### src/rtl/usb_reg_arb_pkg.sv
// usb_reg_arb_pkg: shared FSM encoding, bus-owner codes and idle-counter width for usb_reg_arbiter
package usb_reg_arb_pkg;
  localparam int IDLE_CW = 4;
  localparam logic [2:0] ST_IDLE = 3'd0;
  localparam logic [2:0] ST_ADDR = 3'd1;
  localparam logic [2:0] ST_XFER = 3'd2;
  localparam logic [2:0] ST_WAIT = 3'd3;
  localparam logic [2:0] ST_DONE = 3'd4;
  localparam logic OWNER_HOST = 1'b0;
  localparam logic OWNER_LCL = 1'b1;
endpackage

### src/rtl/usb_reg_arb_idle_mon.sv
// usb_reg_arb_idle_mon: saturating host-idle counter; ports clk_i, rst_ni (async low), host_act_i, gap_met_o (count reached pIDLE_GAP)
module usb_reg_arb_idle_mon
  import usb_reg_arb_pkg::*;
#(
  parameter int pIDLE_GAP = 4
) (
  input  logic clk_i,
  input  logic rst_ni,
  input  logic host_act_i,
  output logic gap_met_o
);
  localparam logic [IDLE_CW-1:0] GAP = IDLE_CW'(pIDLE_GAP);
  logic [IDLE_CW-1:0] cnt_q, cnt_d;
  assign gap_met_o = cnt_q == GAP;
  assign cnt_d = host_act_i ? '0 : gap_met_o ? cnt_q : cnt_q + 1'b1;
  always_ff @(posedge clk_i or negedge rst_ni)
    if (!rst_ni) cnt_q <= '0;
    else cnt_q <= cnt_d;
endmodule

### src/rtl/usb_reg_arbiter.sv
// usb_reg_arbiter: shares the register bus between the USB host (absolute priority, zero-latency pass-through) and one local master; host_* in, reg_* out to slaves, lcl_* local handshake; macro REG_ARB_BURST_EN enables multi-byte local bursts
module usb_reg_arbiter
  import usb_reg_arb_pkg::*;
#(
  parameter int pBYTECNT_SIZE = 7,
  parameter int pIDLE_GAP = 4
) (
  input  logic                     cwusb_clk,
  input  logic                     reset_n,
  input  logic [5:0]               host_address,
  input  logic [pBYTECNT_SIZE-1:0] host_bytecnt,
  input  logic [7:0]               host_datao,
  input  logic                     host_read,
  input  logic                     host_write,
  input  logic                     host_addrvalid,
  output logic [7:0]               host_datai,
  input  logic                     lcl_req,
  input  logic                     lcl_wr,
  input  logic [5:0]               lcl_address,
  input  logic [pBYTECNT_SIZE-1:0] lcl_len,
  input  logic [7:0]               lcl_wdata,
  output logic                     lcl_wready,
  output logic [7:0]               lcl_rdata,
  output logic                     lcl_rvalid,
  output logic                     lcl_done,
  output logic                     lcl_abort,
  output logic                     lcl_busy,
  output logic [5:0]               reg_address,
  output logic [pBYTECNT_SIZE-1:0] reg_bytecnt,
  output logic [7:0]               reg_datao,
  output logic                     reg_read,
  output logic                     reg_write,
  output logic                     reg_addrvalid,
  input  logic [7:0]               reg_datai
);
  logic [2:0] state_q, state_d;
  logic wr_q;
  logic [5:0] addr_q;
  logic [pBYTECNT_SIZE-1:0] len_q, cnt_q, cnt_d, eff_len;
  logic [7:0] rdata_q;
  logic rvalid_q, abort_q;
  logic host_act, gap_met, lcl_phase, owner, grant, in_xfer, in_wait;
  assign host_act = host_addrvalid | host_read | host_write;
  assign lcl_phase = state_q == ST_ADDR || state_q == ST_XFER || state_q == ST_WAIT;
  assign owner = (lcl_phase && !host_act) ? OWNER_LCL : OWNER_HOST;
  assign in_xfer = owner == OWNER_LCL && state_q == ST_XFER;
  assign in_wait = owner == OWNER_LCL && state_q == ST_WAIT;
  assign grant = state_q == ST_IDLE && lcl_req && gap_met && !host_act;
`ifdef REG_ARB_BURST_EN
  assign eff_len = (lcl_len == '0) ? pBYTECNT_SIZE'(1) : lcl_len;
`else
  // Single-byte build: the length port is present but deliberately has no effect.
  assign eff_len = pBYTECNT_SIZE'(1) | (lcl_len & '0);
`endif
  usb_reg_arb_idle_mon #(.pIDLE_GAP(pIDLE_GAP)) u_idle_mon (
    .clk_i(cwusb_clk),
    .rst_ni(reset_n),
    .host_act_i(host_act),
    .gap_met_o(gap_met)
  );
  assign host_datai = reg_datai;
  assign reg_address = owner == OWNER_LCL ? addr_q : host_address;
  assign reg_bytecnt = owner == OWNER_LCL ? (state_q == ST_ADDR ? '0 : cnt_q) : host_bytecnt;
  assign reg_datao = owner == OWNER_LCL ? lcl_wdata : host_datao;
  assign reg_read = owner == OWNER_LCL ? in_xfer && !wr_q : host_read;
  assign reg_write = owner == OWNER_LCL ? in_xfer && wr_q : host_write;
  assign reg_addrvalid = owner == OWNER_LCL ? 1'b1 : host_addrvalid;
  assign lcl_wready = in_xfer && wr_q;
  assign lcl_rdata = rdata_q;
  assign lcl_rvalid = rvalid_q;
  assign lcl_done = state_q == ST_DONE;
  assign lcl_abort = abort_q;
  assign lcl_busy = state_q != ST_IDLE;
  always_comb begin
    state_d = state_q;
    cnt_d = cnt_q;
    case (state_q)
      ST_IDLE: if (grant) begin
        state_d = ST_ADDR;
        cnt_d = '0;
      end
      ST_ADDR: state_d = ST_XFER;
      ST_XFER: state_d = ST_WAIT;
      ST_WAIT: begin
        cnt_d = cnt_q + 1'b1;
        state_d = (cnt_q == len_q - 1'b1) ? ST_DONE : ST_XFER;
      end
      default: state_d = ST_IDLE;
    endcase
    // Host activity during a local phase wins immediately; the burst is dropped, not resumed.
    if (lcl_phase && host_act) state_d = ST_IDLE;
  end
  always_ff @(posedge cwusb_clk or negedge reset_n)
    if (!reset_n) begin
      state_q <= ST_IDLE;
      cnt_q <= '0;
      wr_q <= 1'b0;
      addr_q <= '0;
      len_q <= '0;
      rdata_q <= '0;
      rvalid_q <= 1'b0;
      abort_q <= 1'b0;
    end else begin
      state_q <= state_d;
      cnt_q <= cnt_d;
      if (grant) begin
        wr_q <= lcl_wr;
        addr_q <= lcl_address;
        len_q <= eff_len;
      end
      if (in_wait && !wr_q) rdata_q <= reg_datai;
      rvalid_q <= in_wait && !wr_q;
      abort_q <= lcl_phase && host_act;
    end
endmodule

### config.mk
export PLATFORM = sky130hd
export DESIGN_NAME = usb_reg_arbiter
export DESIGN_NICKNAME = d
export VERILOG_FILES = /design/src/rtl/usb_reg_arb_pkg.sv /design/src/rtl/usb_reg_arb_idle_mon.sv /design/src/rtl/usb_reg_arbiter.sv
export SDC_FILE = /design/constraint.sdc
export NUM_CORES = 1
export LEC_CHECK = 0
export ABC_AREA = 1
export CORE_MARGIN = 2
export CORE_UTILIZATION = 42
export DETAILED_ROUTE_END_ITERATION = 10
export PLACE_DENSITY = 0.86
export SYNTH_ARGS = -nofsm -noshare
export SYNTH_HDL_FRONTEND = slang
export SYNTH_SLANG_ARGS = --single-unit
### constraint.sdc
create_clock -name cwusb_clk -period 2.42 [get_ports cwusb_clk]
set_input_delay 0.484 -clock cwusb_clk [delete_from_list [all_inputs] [get_ports cwusb_clk]]
set_output_delay 0.484 -clock cwusb_clk [all_outputs]
set_load 0.01 [all_outputs]
==> impl_table.tex <==
\begin{tabular}{lr}
\hline
Metric & Value \\
\hline
\multicolumn{2}{l}{\textbf{Power and ir drop}} \\
Psw & 0.4523 mW \\
Clk network pwr share & 27.5\% \\
Worst voltage drop across the vdd grid & slightly above 0.4 mV \\
Flop pwr share & a little over two fifths \\
Internal power & 0.9705 mW \\
Power Density & 493.1 nW/um\^{}2 \\
Portion of total power attributed to combinational logic & 28.8\% \\
Power Total & between 1 and 1.5 mW \\
Net switching fraction of the power & 31.79\% \\
Static leakage & 1.533 nW \\
\multicolumn{2}{l}{\textbf{Global route}} \\
First-pass GRT wire length & between 8000 and 9000 microns \\
Total Routing Usage GR & 21.03\% \\
Vias in the first global route & between 1.5k and 2k \\
Antenna violations before repair & 0 \\
Maximum number of pins on one net before global-route repair & 33 \\
GRT overflow & 0 \\
\multicolumn{2}{l}{\textbf{Worst setup path}} \\
Cells along the critical path & clkdlybuf4s50\_1, inv\_2, nand3\_4, inv\_1, nand2\_2, inv\_4, buf\_12, nand2\_1, nand2\_1, dlygate4sd2\_1 \\
Critical path required time & 1.94 ns \\
Delay of the slowest cell on the worst path & $\sim$0.48 ns \\
Startpoint class of the critical path & primary input \\
Most frequent cell on the critical path & sky130\_fd\_sc\_hd\_\_nand2\_1 \\
Arrival time of the worst setup path & roughly 1.9 ns \\
Crit path max fanout & 10 \\
Capturing element type of the critical path & output port \\
Worst setup path category & in -> out \\
Crit-path leading delay family & buffers and inverters \\
Critical-path top delay cell & sky130\_fd\_sc\_hd\_\_clkdlybuf4s50\_1 \\
Sum of buffers and inverters on the critical path & 6 \\
\multicolumn{2}{l}{\textbf{Logic synthesis}} \\
Simple-gate share of the synthesized area & about two fifths \\
Synth Area in Compound Gates & between 4 and 5\% \\
Netlist cell types & 27 \\
Top-area cell type share of the netlist area & a little over two fifths \\
Adder-cell share of the synthesized area & between 2 and 2.5\% \\
Synthesized flop and latch total & 32 \\
Main combinational cell family by area after synthesis & simple AND/OR/NAND/NOR gates \\
XOR/XNOR share of the synthesized area & 1.414\% \\
Multiplexer share of the synthesized area & 0\% \\
Mean post-synth cell area & just over 7 sq um \\
Net count after synthesis & 321 \\
Top area cells in the synthesized netlist & sky130\_fd\_sc\_hd\_\_dfrtp\_1, sky130\_fd\_sc\_hd\_\_nand2\_1, sky130\_fd\_sc\_hd\_\_inv\_1 \\
Proportion of synthesized chip area in sequential cells & 43.10\% \\
Biggest area consumer among synthesized cells & sky130\_fd\_sc\_hd\_\_dfrtp\_1 \\
Synthesized area & between 1500 and 2000 sq um \\
Warning count from the yosys run & 0 \\
Gate count of the mapped netlist & 261 \\
\multicolumn{2}{l}{\textbf{Flow run}} \\
Maximum Capacitance Violations & 0 \\
\multicolumn{2}{l}{\textbf{Min path}} \\
Min-Delay Path Class & reg -> reg \\
\multicolumn{2}{l}{\textbf{Detailed routing}} \\
Number of search-and-repair iterations in the first detailed-routing pass & 4 \\
DR vias/cell & around 4.7 \\
Number of nets with antenna violations after routing & 0 \\
Drt wl/cell & 11.97 microns \\
DRC violation total after the first TritonRoute iteration & 145 \\
Post-route DRC & 0 \\
Vias post-DR & slightly below 2k \\
Total wire length & $\sim$5000 microns \\
\multicolumn{2}{l}{\textbf{Finish}} \\
Net count reported at finish & between 400 and 500 \\
Area added between synthesis and finish & 55.29\% \\
Final std cells w/o fill & between 400 and 500 \\
Layout Utilization & between 60\% and 70\% \\
Number of antenna diodes & 0 \\
Share of layout cells above drive strength 1 & 11.76\% \\
\multicolumn{2}{l}{\textbf{Clock network}} \\
Maximum level of the CTS H-tree & 2 \\
Setup repair bufs after CTS & 0 \\
Total CTS buffers & 5 \\
Deepest clock path buffer count & 2 \\
Clock tree from TritonCTS & yes \\
Reg clk slew, reported paths & about 0.06 ns \\
CTS Root Buffer Type & sky130\_fd\_sc\_hd\_\_clkbuf\_8 \\
TritonCTS sink count & 32 \\
Clock insertion delay at the later pin of the skew report & between 0.2 and 0.3 ns \\
\multicolumn{2}{l}{\textbf{Timing}} \\
Tcrit/Tclk final & between 90\% and 100\% \\
\# setup viols final & 0 \\
Worst hold slack & slightly below 0.5 ns \\
Slew Limit Headroom & between 70\% and 80\% \\
Setup skew after layout & between 0.007 and 0.008 ns \\
Post-Route Setup TNS & 0 ns \\
Max-slew violation count & 0 \\
Max Fclk & about 430 MHz \\
Final period demand of the worst path & roughly 2.3 ns \\
Worst Tran Pin Value & 0.4058 ns \\
Final hold vios & 0 \\
Setup repair after global routing missed its margin & true \\
\multicolumn{2}{l}{\textbf{Floorplan}} \\
Total I/O pin count & 102 \\
Die height & 70.51 microns \\
Initial Utilization & between 40\% and 50\% \\
Horizontal die dimension & 70.51 microns \\
CORE AREA & approximately 4300 sq um \\
Number of cell rows & 24 \\
Total Die Area & between 4000 and 5000 sq um \\
\multicolumn{2}{l}{\textbf{Placement}} \\
Detailed-placement wirelength estimate & 3685 microns \\
Post-placement cell count & between 400 and 500 \\
Port-buffer cells & 94 \\
Routability cong. & slightly below 0.9 \\
\multicolumn{2}{l}{\textbf{Outcome}} \\
Outcome & completed \\
\hline
\end{tabular}
==> cell usage in the layout (no fill, tap or decap), drive strengths merged <==
cell type,netlist,layout
o211ai,1,1
clkdlybuf4s15,0,5
nand2,128,128
nand4,4,4
nor3,1,1
clkinvlp,0,1
or2,1,1
dlygate4sd2,0,9
a21oi,3,3
dfrtp,32,32
clkdlybuf4s50,0,69
o21ai,11,11
clkbuf,0,16
xnor2,1,1
ha,3,3
buf,13,8
a21boi,1,1
xor2,2,2
nor2,19,19
inv,23,23
nand3,16,16
clkinv,2,3
==> cell usage after synthesis <==
cell type / instances
sky130_fd_sc_hd__buf_4: 9
sky130_fd_sc_hd__a21oi_1: 2
sky130_fd_sc_hd__nand3_1: 14
sky130_fd_sc_hd__xor2_1: 2
sky130_fd_sc_hd__inv_4: 1
sky130_fd_sc_hd__o211ai_1: 1
sky130_fd_sc_hd__a21oi_2: 1
sky130_fd_sc_hd__clkinv_4: 1
sky130_fd_sc_hd__ha_1: 3
sky130_fd_sc_hd__nand4_1: 4
sky130_fd_sc_hd__o21ai_0: 11
sky130_fd_sc_hd__nand2_2: 2
sky130_fd_sc_hd__clkinv_1: 1
sky130_fd_sc_hd__nor2_2: 1
sky130_fd_sc_hd__dfrtp_1: 32
sky130_fd_sc_hd__buf_2: 4
sky130_fd_sc_hd__nor2_4: 2
sky130_fd_sc_hd__nand3_4: 1
sky130_fd_sc_hd__inv_1: 22
sky130_fd_sc_hd__nor2_1: 16
sky130_fd_sc_hd__nor3_1: 1
sky130_fd_sc_hd__a21boi_0: 1
sky130_fd_sc_hd__or2_2: 1
sky130_fd_sc_hd__nand2_4: 1
sky130_fd_sc_hd__nand3_2: 1
sky130_fd_sc_hd__xnor2_1: 1
sky130_fd_sc_hd__nand2_1: 125
==> repair_timing <==
item,CTS,global route
resized for setup,27,34
hold buffers,0,0
setup endpoints to repair,25,20
==> path summary, 6_finish.rpt <==
path | from | endpoint | slack, ns | depth (start not counted)
setup / recovery | host_write | reg_datao[1] | 0.09 | 10
hold / removal | addr_q[5] | addr_q[5] | 0.48 | 2
setup reg to reg | u_idle_mon.cnt_q[0] | addr_q[3] | 0.84 | 8
hold reg to reg | addr_q[5] | addr_q[5] | 0.48 | 2
max in group asynchronous | reset_n | addr_q[3] | 1.53 | 2
min in group asynchronous | reset_n | lcl_rdata[5] | 0.59 | 2
==> final cells by class <==
| class | instances | area, sq um |
|---|---|---|
| Fill cell | 362 | 1409 |
| Timing Repair Buffer | 102 | 963.4 |
| Multi-Input combinational cell | 191 | 870.8 |
| Sequential cell | 32 | 800.8 |
| Inverter | 25 | 103.9 |
| Clock buffer | 5 | 68.82 |
| Tap cell | 52 | 65.06 |
| Clock inverter | 2 | 12.51 |
==> sequential cells by signal, indices dropped and copies added, names as in the netlist <==
signal	cells
cnt_q	7
u_idle_mon.cnt_q	4
wr_q	1
lcl_rdata	8
lcl_abort	1
addr_q	6
state_q	3
len_q	1
lcl_rvalid	1
==> metrics by stage <==
| stage | area [sq um] | setup WS [ns] |
|---|---|---|
| finish | 2885 | 0.08532 |
| floorplan | 1858 | 0.5880 |
| CTS | 2914 | 0.04581 |
| global route | 2885 | -0.01383 |
| global placement | 2861 | -0.2384 |
| detailed placement | 2861 | -0.2724 |
==> layer usage <==
layer,vias up,share of wire [%],GRT usage [%]
met1,853,41,24.49
li1,986,-,-
met2,83,47,35.12
met5,-,0,0
met3,12,9.6,8.081
met4,0,2.8,7.906
==> power groups by stage <==
stage | combinational [mW] | sequential [mW] | clock [mW]
after floorplan | 0.211 | 0.620 | 0
after global placement | 0.421 | 0.627 | 0
after detailed placement | 0.429 | 0.630 | 0
after CTS | 0.413 | 0.621 | 0.404
after global routing | 0.463 | 0.628 | 0.434
final | 0.410 | 0.622 | 0.392
==> cells by family (layout without fill, tap and decap cells) <==
family / Yosys count / after routing
AO/OA/AOI/OAI: 16 / 16
AND/OR/NAND/NOR: 169 / 169
flip-flops: 32 / 32
XOR/XNOR: 3 / 3
buffers and inverters: 38 / 134
adder cells (fa/ha/maj): 3 / 3
==> worst register-to-register path: cells and delay by family (launching register included) <==
kind / cells / cell delay [ns]
fa+ha+maj: 1 / 0.19
simple gates: 5 / 0.55
buf+inv: 2 / 0.31
flops: 1 / 0.42
No activity file was read; power rests on OpenSTA's default activity.
